File: src/rtl/qnigma_add_seq.sv
`timescale 1ns/1ps
// qnigma_add_seq
// Sequential multi-limb adder/subtractor. One operation reads N limbs of a and
// b from an external limb memory, least significant limb first, and streams
// back N result limbs with a ripple carry kept in a register.
//
// Ports
//   clk, rst_n         clock, asynchronous active-low reset
//   start, sub, cin    request (IDLE only), 0=a+b / 1=a-b, add carry-in
//   rd_en, rd_idx      limb read strobe and index; data returns one cycle later
//   a_dat, b_dat       limb of a / b, valid the cycle after rd_en
//   q_vld, q_idx,q_dat result limb strobe, index, value
//   busy, done         not-IDLE flag, one-cycle completion pulse
//   cout, zero         final carry (add) or no-borrow (sub), all-zero result
//
// Timing, start accepted at cycle 0: rd_en cycles 1..N, data cycles 2..N+1,
// q_vld cycles 3..N+2, done at cycle N+2, next accept at cycle N+3.
module qnigma_add_seq #(
  parameter int W = 32,
  parameter int N = 8
) (
  input  logic                 clk,
  input  logic                 rst_n,
  input  logic                 start,
  input  logic                 sub,
  input  logic                 cin,
  output logic                 rd_en,
  output logic [$clog2(N)-1:0] rd_idx,
  input  logic [W-1:0]         a_dat,
  input  logic [W-1:0]         b_dat,
  output logic                 q_vld,
  output logic [$clog2(N)-1:0] q_idx,
  output logic [W-1:0]         q_dat,
  output logic                 busy,
  output logic                 done,
  output logic                 cout,
  output logic                 zero
);

  localparam int IW = $clog2(N);
  localparam logic [IW-1:0] LAST = IW'(N - 1);

  typedef enum logic [1:0] {IDLE, READ, WAIT, FLUSH} state_t;

  // One limb of a + b' + carry, b' inverted for subtraction (two's complement
  // via the carry register being seeded with 1).
  function automatic logic [W:0] limb_sum(input logic [W-1:0] a,
                                          input logic [W-1:0] b,
                                          input logic         do_sub,
                                          input logic         c);
    logic [W-1:0] bx;
    bx = do_sub ? ~b : b;
    return {1'b0, a} + {1'b0, bx} + {{W{1'b0}}, c};
  endfunction

  state_t          state;
  logic            sub_q;
  logic            carry;
  logic            nz_acc;   // set once any result limb of this operation is nonzero
  logic            vld_p1;   // a_dat/b_dat valid this cycle
  logic [IW-1:0]   idx_p1;   // limb index belonging to a_dat/b_dat
  logic [W:0]      sum_p1;

  assign sum_p1 = limb_sum(a_dat, b_dat, sub_q, carry);

  always_ff @(posedge clk or negedge rst_n) begin
    if (!rst_n) begin
      state  <= IDLE;
      sub_q  <= 1'b0;
      carry  <= 1'b0;
      nz_acc <= 1'b0;
      vld_p1 <= 1'b0;
      idx_p1 <= '0;
      rd_en  <= 1'b0;
      rd_idx <= '0;
      q_vld  <= 1'b0;
      q_idx  <= '0;
      q_dat  <= '0;
      busy   <= 1'b0;
      done   <= 1'b0;
      cout   <= 1'b0;
      zero   <= 1'b0;
    end else begin
      // Read request -> memory data stage
      vld_p1 <= rd_en;
      idx_p1 <= rd_idx;
      q_vld  <= 1'b0;
      done   <= 1'b0;

      case (state)
        IDLE: begin
          if (start) begin
            state  <= READ;
            busy   <= 1'b1;
            sub_q  <= sub;
            carry  <= sub ? 1'b1 : cin;
            nz_acc <= 1'b0;
            rd_en  <= 1'b1;
            rd_idx <= '0;
          end
        end
        READ: begin
          if (rd_idx == LAST) begin
            state  <= WAIT;
            rd_en  <= 1'b0;
            rd_idx <= '0;
          end else begin
            rd_idx <= rd_idx + IW'(1);
          end
        end
        WAIT:  state <= FLUSH;
        FLUSH: begin
          state <= IDLE;
          busy  <= 1'b0;
        end
        default: state <= IDLE;
      endcase

      // Data stage -> result stage
      if (vld_p1) begin
        q_vld  <= 1'b1;
        q_dat  <= sum_p1[W-1:0];
        q_idx  <= idx_p1;
        carry  <= sum_p1[W];
        nz_acc <= nz_acc | (|sum_p1[W-1:0]);
        if (idx_p1 == LAST) begin
          done <= 1'b1;
          cout <= sum_p1[W];
          zero <= ~(nz_acc | (|sum_p1[W-1:0]));
        end
      end
    end
  end

endmodule
File: config.mk
export PLATFORM = sky130hd
export DESIGN_NAME = qnigma_add_seq
export DESIGN_NICKNAME = d
export VERILOG_FILES = /design/src/rtl/qnigma_add_seq.sv
export SDC_FILE = /design/constraint.sdc
export NUM_CORES = 1
export LEC_CHECK = 0
export ABC_AREA = 1
export CAP_MARGIN = 20
export CORE_ASPECT_RATIO = 1.2
export CORE_UTILIZATION = 52
export CTS_CLUSTER_DIAMETER = 50
export DETAILED_ROUTE_END_ITERATION = 10
export GPL_TIMING_DRIVEN = 0
export HOLD_SLACK_MARGIN = 0.02
export MAX_ROUTING_LAYER = met4
export PLACE_DENSITY = 0.82
export REMOVE_ABC_BUFFERS = 1
export SLEW_MARGIN = 20
export SYNTH_ARGS = -nofsm -noshare
export SYNTH_HDL_FRONTEND = slang
export SYNTH_SLANG_ARGS = --single-unit
File: constraint.sdc
create_clock -name clk -period 3.7 [get_ports clk]
set_input_delay 0.74 -clock clk [delete_from_list [all_inputs] [get_ports clk]]
set_output_delay 0.74 -clock clk [all_outputs]
set_load 0.01 [all_outputs]
Word-level counts from Yosys, hierarchy flattened
Cells that the tools add are included.
{"block": "totals", "memories": 0, "ff_bits": 53, "rom_bits": 0, "wordCells": 62, "latch_bits": 0, "inputBits": 69, "ram_bits": 0}
{"block": "classes", "n_bitwise": 3, "n_lt_le_gt_ge": 0, "shifts": 0, "multipliers": 0, "n_reduce_logical": 13, "add_sub_neg": 3, "eq_ne": 7, "muxes": 21, "div": 0}
{"operator": "$add A32 B32 Y33", "n": 1}
{"operator": "$add A33 B1 Y33", "n": 1}
{"operator": "$mux W32", "n": 1}
{"operator": "$not A32 Y32", "n": 1}
{"operator": "$reduce_or A32 Y1", "n": 1}
{"operator": "$mux W1", "n": 12}
{"operator": "$reduce_and A2 Y1", "n": 6}
{"operator": "$pmux W2 S4", "n": 1}
{"operator": "$reduce_bool A2 Y1", "n": 4}
{"operator": "$eq A3 B3 Y1 const B", "n": 2}
{"operator": "$mux W3", "n": 2}
{"operator": "$pmux W3 S2", "n": 1}
{"operator": "$eq A2 B2 Y1 const B", "n": 2}
{"operator": "$mux W2", "n": 2}
{"operator": "$ne A2 B2 Y1 const B", "n": 2}
{"operator": "$pmux W1 S2", "n": 2}
{"operator": "$add A3 B1 Y3 const B", "n": 1}
{"operator": "$reduce_and A3 Y1", "n": 1}
{"operator": "$eq A2 B1 Y1 const B", "n": 1}
{"operator": "$logic_not A2 Y1", "n": 1}
{"operator": "$not A1 Y1", "n": 1}
{"operator": "$or A1 B1 Y1", "n": 1}

Logic depth before layout (Yosys ltp)
Gate-level depths: netlist (run 1).
{"block": "logic_depth", "depth_word": 7, "depth_mapped": 23}

Worst setup path before layout (run 1)
No wires, ideal clock.
{"block": "synth_timing", "path_type": "register to register", "start": "reg sub_q", "end": "reg nz_acc", "period_less_slack_ns": 3.110, "slack_ns": 0.590, "path_stages_with_launch": 22, "arrival_ns": 2.993, "setup_time_ns": 0.117, "cell_sequence": "dfrtp_1 > clkbuf_1 > clkbuf_1 > xnor2_1 > fa_1 > fa_1 > inv_1 > nand2_1 > nand2_1 > nand3_1 > nand2_1 > nand2_1 > nand2_1 > nand2_1 > nand2_1 > nand2_1 > nor2_1 > nand3_1 > nor2_1 > nand3_2 > nand2_1 > nand2_1"}
{"block": "synth_between", "elab_chain_len": 6}
{"element": "start, declared", "line": "57", "text": "logic sub_q;"}
{"element": "start signal, assigned", "line": "95", "text": "sub_q <= sub;"}
{"element": "$mux W32", "line": "52", "text": "bx = do_sub ? ~b : b;"}
{"element": "$add A32 B32 Y33", "line": "53", "text": "return {1'b0, a} + {1'b0, bx} + {{W{1'b0}}, c};"}
{"element": "$add A33 B1 Y33", "line": "53"}
{"element": "$reduce_or A32 Y1", "line": "125", "text": "nz_acc <= nz_acc | (|sum_p1[W-1:0]);"}
{"element": "$or A1 B1 Y1", "line": "125"}
{"element": "$mux W1", "line": "120", "text": "if (vld_p1) begin"}
{"element": "end signal, assigned", "line": "125"}
{"element": "end, declared", "line": "59", "text": "logic nz_acc;"}
No other way between the ends.
A chain may end at the register's enable or synchronous reset.

Final worst setup path (run 1)
{"block": "layout_timing", "start": "in b_dat[0]", "end": "reg nz_acc"}
{"block": "layout_between", "elab_chain_len": 7}
{"element": "start, declared", "line": "30", "text": "input logic [W-1:0] b_dat,"}
{"element": "$not A32 Y32", "line": "52"}
{"element": "$mux W32 (*)", "line": "52"}
{"element": "$add A32 B32 Y33 (*)", "line": "53"}
{"element": "$add A33 B1 Y33 (*)", "line": "53"}
{"element": "$reduce_or A32 Y1 (*)", "line": "125"}
{"element": "$or A1 B1 Y1 (*)", "line": "125"}
{"element": "$mux W1 (*)", "line": "120"}
Every way passes the cells marked *; elsewhere a longest branch is shown, timed or not.

==> impl_results.md, run 1 <==
* Final instance area at 6310 um2
* Ant. Diodes at 0
* Worst endpoint required time at 3.91 ns
* I/O pin cnt at 113
* Layout Skew at 0.02170 ns
* Hold slack at 0.4226 ns
* Most frequent CP cell: nand2_1
* Initial drt markers at 259
* Slew Viols, Final at 0
* Core footprint at 9176 um2
* Reg clk slew, reported paths at 0.10 ns
* Leakage at 3.391 nW
* Placed insts at 1015
* Arrival time at the worst endpoint at 3.72 ns
* Hold-fix buffers, CTS at 0
* Synth Area in Adders at 0.1012
* Count of final hold-check violations at 0
* CTS resizes at 0
* Clk sinks at 53
* Critical path class: input port to register
* Post-synthesis register bit count at 53
* Reg2Reg Depth at 19
* Placer Congestion at 0.9326
* Max Cap Viol at 0
* Final worst slack at 0.1903 ns
* XOR/XNOR share of the synthesized area at 0.06346
* Average cell area after synthesis at 6.250 um2
* # rows at 38
* P&R area growth vs syn at 27.00%
* Synth warn at 0
* Wire per inst at 13.43 um
* Share of cells above drive strength 1 at 0.04873
* Min-delay src: rd_en$_DFFE_PN0P_
* First-pass GRT wire length at 22560 um
* Final min period at 3.510 ns
* Residual DRC at 0
* Root Buffer Master: clkbuf_8
* HP Class: register to register
* Register area share after synthesis at 0.2669
* Die Ht at 109.1 um
* # Post-CTS Setup Buffers at 0
* Hold path depth at 0
* Worst Setup End Kind: register
* Bufs on Longest Clock Path at 2
* Buffers added on ports at 112
* Crit-path max cell delay at 0.44 ns
* CTS H-tree lvls at 2
* Filler cells at 777
* TritonCTS clock tree: done
* Starting Density at 0.5415
* Via count at 5237
* Dpl ws at -0.09089 ns
* Die Width at 91.23 um
* Post-synthesis instance total at 795
* Flop2flop setup slack at 0.27 ns
* CP Launch Type: input port
* Reg-to-Reg Start: sub_q$_DFFE_PN0P_
* GR Util All Layers at 0.2952
* Count of cell types in the netlist at 31
* Total die area at 9951 um2
* CP bufs+invs at 2
* Power Dens Cells at 859.2 nW/um2
* Simple-gate portion of the synthesized area at 0.3760
* RSZ-0062 raised after global routing: false
* Initial antenna violation count at 0
* CTS buffer count at 5
* Worst-Margin Slew at 0.8890 ns
* Max Fclk at 284.9 MHz
* Drt first pass iters at 7
* Clock Latency Late Sink at 0.33 ns
* Worst vdd ir at 0.0003486 V
* DP HPWL at 11390 um
* Crit path cell chain: clkdlybuf4s50_1 > xnor2_1 > fa_1 > fa_1 > inv_1 > nand2_1 > nand2_1 > nand3_1 > nand2_1 > nand2_1 > nand2_1 > nand2_1 > nand2_1 > nand2_1 > nor2_1 > nand3_1 > nor2_1 > nand3_2 > nand2_1 > nand2_1
* Via-to-Cell Ratio at 5.119
* Hold Path Sink: vld_p1$_DFF_PN0_
* Period utilisation layout at 0.9486
* Critical path fanouts, max at 3
* Synth Flop Type: dfrtp_1
* ANT nets after route at 0
* Vias in the first global route at 4914
* Mux share of post-synthesis cell area at 0.002266
* R2R Path End: nz_acc$_DFFE_PN0P_
* Final wirelength at 13740 um
* Largest net degree at the start of global routing at 54
* Critical path's top delay family: simple AND/OR/NAND/NOR gates
* Max_slew headroom at 0.4067
* Gr ovfl total at 0
* Mapped Area at 4969 um2
* Synth Area in Compound Gates at 0.07681
* Placed cell areas at 6215 um2
* Main combinational cell family by area after synthesis: simple AND/OR/NAND/NOR gates
* Final Setup Violations at 0
* # nets final at 1010
* Outcome: finished clean
* Slowest cell on crit path: fa_1
* Non-filler cells, final at 1023
* Post-synthesis async set-or-reset flop share at 1.000
* EDFF count, synth at 0
-- flip-flops by register name, summed over array words and instances (netlist names), 2 cells and up --
register / count
idx_p1: 3
q_idx: 3
rd_idx: 3
q_dat: 32
state: 2
-- kinds of logic (layout without fill, tap and decap cells) --
logic type / after synthesis / in the layout
buffers and inverters: 149 / 257
multiplexers: 1 / 1
AO/OA/AOI/OAI: 66 / 66
flip-flops: 53 / 53
adder cells (fa/ha/maj): 39 / 39
AND/OR/NAND/NOR: 451 / 451
XOR/XNOR: 36 / 36
-- power breakdown --
| part | total (mW) | switching [mW] | leakage, nW | internal (mW) |
|---|---|---|---|---|
| clock | 0.367 | 0.229 | 0.0423 | 0.139 |
| sequential | 1.15 | 0.282 | 0.631 | 0.872 |
| combinational | 3.90 | 2.33 | 2.72 | 1.57 |
-- area by class of cell --
class,count,area [um2],area share
sequential,53,1329,0.2106
multi-input combinational,593,3079,0.4880
tap,120,150.1,0.02380
timing repair buffer,113,1146,0.1816
clock buffer,5,68.82,0.01091
clock inverter,3,26.28,0.004164
inverter,136,510.5,0.08090
-- layout by cell type, fill, tap and decap left out, drive strengths merged --
cell type and instances:
clkbuf 5, a21oi 21, nand3b 6, ha 37
buf 2, clkinv 2, mux2 1, xor2 32
xnor2 4, o21a 2, inv 135, a31oi 16
nand2 303, o21ai 22, nand3 40, nor3b 1
nor3 5, clkdlybuf4s50 111, a211o 1, nor2 85
clkinvlp 2, fa 2, nand4 8, o21bai 3
o311ai 1, and2 3, dfrtp 53
-- synth_stat cells, types with 8 or more instances --
cell type	n	area [um2]
nand2_1	295	1107
nand4_1	8	50.05
inv_1	128	480.5
nor2_2	10	62.56
a31oi_1	16	100.1
a21oi_1	18	90.09
ha_1	37	462.9
dfrtp_1	53	1326
xor2_1	32	280.3
o21ai_0	22	110.1
nor2_1	75	281.5
clkbuf_1	10	37.54
nand2_2	8	50.05
nand3_1	37	185.2
-- per-stage QoR --
step	utilization	total power [mW]	setup TNS, ns
finish	0.6876	5.421	0
floorplan	-	3.671	0
CTS	0.6876	5.410	0
global route	0.6876	5.982	0
global placement	0.6743	4.894	-1.943
detailed placement	0.6773	5.037	-0.1289
-- layer usage --
layer	wire length, um	up-vias	share of wire	track usage
met5	0	-	0	-
met4	486	0	0.035	0.1281
met3	462	34	0.034	0.02232
met2	6856	167	0.50	0.5352
met1	5936	2368	0.43	0.3367
li1	-	2668	-	-
-- worst max-delay path by stage --
stage | from | endpoint | slack [ns] | cells after the start
floorplan | sub_q$_DFFE_PN0P_ | nz_acc$_DFFE_PN0P_ | 0.28 | 19
global placement | sub_q$_DFFE_PN0P_ | nz_acc$_DFFE_PN0P_ | -0.52 | 19
detailed placement | b_dat[0] | nz_acc$_DFFE_PN0P_ | -0.09 | 20
CTS | b_dat[0] | nz_acc$_DFFE_PN0P_ | 0.23 | 20
global route | b_dat[0] | nz_acc$_DFFE_PN0P_ | 0.02 | 20
finish | b_dat[0] | nz_acc$_DFFE_PN0P_ | 0.19 | 20
No activity file was read; power rests on OpenSTA's default activity.
==> run 2, diff against run 1 <==
Settings changed: CTS_CLUSTER_SIZE set to 16.
==> results of run 2 <==
Same layout as run 1: the final DEF is identical, and so are final timing and power.
==> run 3, diff against run 2 <==
Settings changed: CORE_UTILIZATION 52 to 55, HOLD_SLACK_MARGIN 0.02 to unset, PLACE_DENSITY 0.82 to 0.86.
Clock period 3.7 ns to 4.2 ns, I/O delays scaled along.
==> run 3 against run 2 <==
- via count up 1.1%
- critical path depth unchanged
- die area down 5.3%
- register-to-register slack better by 0.47 ns
- global-route usage up 3.4 points
- design area about the same
- sequential cell count unchanged
- first-iteration DRC count down 4.2%
- worst hold slack better by 0.0072 ns
==> impl_results.md, run 3 (synthesis gave the netlist of run 1 again) <==
* Biggest register: q_dat
* # Post-CTS Setup Buffers at 0 (unchanged)
* Die Ht at 106.1 um (-2.7%)
* Placer Congestion at 0.9557 (+2.5%)
* Metal3 WL at 717 um (+55%)
* Worst Setup End Kind: register
* Vias in the first global route at 5333 (+8.5%)
* GR Util All Layers at 0.3290 (+0.03381)
* Top Layer Used: met4
* Arrival time at the worst endpoint at 3.84 ns (+0.12 ns)
* Bufs on Longest Clock Path at 2 (unchanged)
* Reg clk slew, reported paths at 0.11 ns (about the same)
* Ant. Diodes at 0 (unchanged)
* Root Buffer Master: clkbuf_8
* Sequential share of power at 0.214 (about the same)
* Met2 wire len at 7372 um (+7.5%)
* Core footprint at 8657 um2 (-5.7%)
* TritonCTS clock tree: done
* Largest net degree at the start of global routing at 54 (unchanged)
* Register area at 1329 um2 (unchanged)
* Gate power share at 0.718 (-0.002)
* Sw Ratio at 0.5280 (+0.003457)
* Via-to-Cell Ratio at 5.193 (+1.4%)
* P&R area growth vs syn at 26.92% (about the same)
* CTS buffer count at 5 (unchanged)
* Clock group share of total power at 0.068 (about the same)
* CTS resizes at 0 (unchanged)
* Hold path depth at 0 (unchanged)
* Area of the multi-input gates at 3079 um2 (unchanged)
* Worst endpoint required time at 4.42 ns (+0.51 ns)
* Hold slack at 0.4298 ns (+0.007210 ns)
* Most common cell after layout, fill and taps aside: nand2_1
* Hold-fix buffers, CTS at 0 (unchanged)
* Critical path class: input port to register
* ANT nets after route at 0 (unchanged)
* Sw power at 2.541 mW (-11%)
* # rows at 37 (-2.6%)
* Filler cells at 724 (-6.8%)
* Starting Density at 0.5739 (+0.03248)
* I/O pin cnt at 113 (unchanged)
* Power Dens Cells at 763.2 nW/um2 (-11%)
* Most frequent cells in the layout: 295 x nand2_1, 128 x inv_1, 111 x clkdlybuf4s50_1, 75 x nor2_1, 51 x dfrtp_1
* Residual DRC at 0 (unchanged)
* Worst-Margin Slew at 0.9103 ns (+0.02134 ns)
* HP Class: register to register
* Final instance area at 6306 um2 (about the same)
* Clock Latency Late Sink at 0.33 ns (about the same)
* Total die area at 9419 um2 (-5.3%)
* Max Fclk at 275.8 MHz
* Share of cells above drive strength 1 at 0.04873 (unchanged)
* Drt first pass iters at 7 (unchanged)
* Wire per inst at 13.88 um (+3.3%)
* DP HPWL at 11670 um (+2.4%)
* Initial antenna violation count at 0 (unchanged)
* Placed cell areas at 6211 um2 (about the same)
* Layout Skew at 0.01862 ns (-0.003076 ns)
* Final min period at 3.625 ns
* Flip-flop count of the largest register after layout at 32 (unchanged)
* Count of final hold-check violations at 0 (unchanged)
* CP Launch Type: input port
* Total Neg Setup Slack at 0 ns (unchanged)
* Initial drt markers at 248 (-4.2%)
* Leakage at 3.391 nW (unchanged)
* P_int at 2.271 mW (-12%)
* CTS H-tree lvls at 2 (unchanged)
* Period utilisation layout at 0.8631
* RSZ-0062 raised after global routing: false
* # nets final at 1010 (unchanged)
* Via count at 5297 (+1.1%)
* Critical path fanouts, max at 3 (unchanged)
* Die Width at 88.77 um (-2.7%)
* Gr ovfl total at 0 (unchanged)
* Outcome: finished clean
* M1 wire length at 5564 um (-6.3%)
* Slew Viols, Final at 0 (unchanged)
* Final Setup Violations at 0 (unchanged)
* Max_slew headroom at 0.3925 (-0.01424)
* First-pass GRT wire length at 23480 um (+4.1%)
* Final Power at 4.813 mW (-11%)
* Reg2Reg Depth at 19 (unchanged)
* Max Cap Viol at 0 (unchanged)
* Final wirelength at 14150 um (+3.0%)
* Clk sinks at 53 (unchanged)
* Worst vdd ir at 0.0003449 V (-1.1%)
* Buffers added on ports at 112 (unchanged)
## run 3: stage by stage
stage            util  worst slack, ns  cells
2_1_floorplan       -           0.7759    782
3_3_place_gp   0.7143        -0.003296   1011
3_5_place_dp   0.7174           0.2905   1012
4_1_cts        0.7284           0.6032   1020
5_1_grt        0.7284           0.3173   1020
6_report       0.7284           0.5748   1020
## run 3: final cells by class
class / count / share of cell area
multi-input combinational: 593 / 0.4883
sequential: 53 / 0.2107
timing repair buffer: 113 / 0.1817
inverter: 136 / 0.08095
tap: 117 / 0.02321
clock buffer: 5 / 0.01091
clock inverter: 3 / 0.004167
## run 3: power groups by stage
stage,logic (mW),registers (mW),clock network (mW)
2_1_floorplan,2.15,1.08,0
3_3_place_gp,3.25,1.04,0
3_5_place_dp,3.43,1.03,0
4_1_cts,3.45,1.03,0.324
5_1_grt,3.91,1.06,0.340
6_report,3.46,1.03,0.328
## run 3: layer usage
| metal | up-vias | GRT usage |
|---|---|---|
| li1 | 2672 | - |
| met1 | 2401 | 0.3581 |
| met2 | 178 | 0.5868 |
| met3 | 46 | 0.04425 |
| met4 | 0 | 0.1429 |
| met5 | - | - |
## run 3: critical path: stages
cell             delay, ns
clkdlybuf4s50_1       0.41
xnor2_1               0.14
fa_1                  0.44
fa_1                  0.43
inv_1                 0.12
nand2_1               0.06
nand2_1               0.09
nand3_1               0.09
nand2_1               0.14
nand2_1               0.09
nand2_1               0.09
nand3_1               0.14
nand2_1               0.10
nand2_1               0.05
nand2_1               0.11
nand2_1               0.08
nor2_1                0.14
nand3_2               0.12
nand2_1               0.10
nand2_1               0.06
## run 3: path summary, 6_finish.rpt
kind	endpoint	slack [ns]	from
setup reg to reg	nz_acc$_DFFE_PN0P_	0.74	sub_q$_DFFE_PN0P_
hold / removal	vld_p1$_DFF_PN0_	0.43	rd_en$_DFFE_PN0P_
max in group asynchronous	vld_p1$_DFF_PN0_	3.13	rst_n
setup / recovery	nz_acc$_DFFE_PN0P_	0.57	b_dat[0]
min in group asynchronous	q_dat[14]$_DFFE_PN0P_	0.55	rst_n
hold reg to reg	vld_p1$_DFF_PN0_	0.43	rd_en$_DFFE_PN0P_
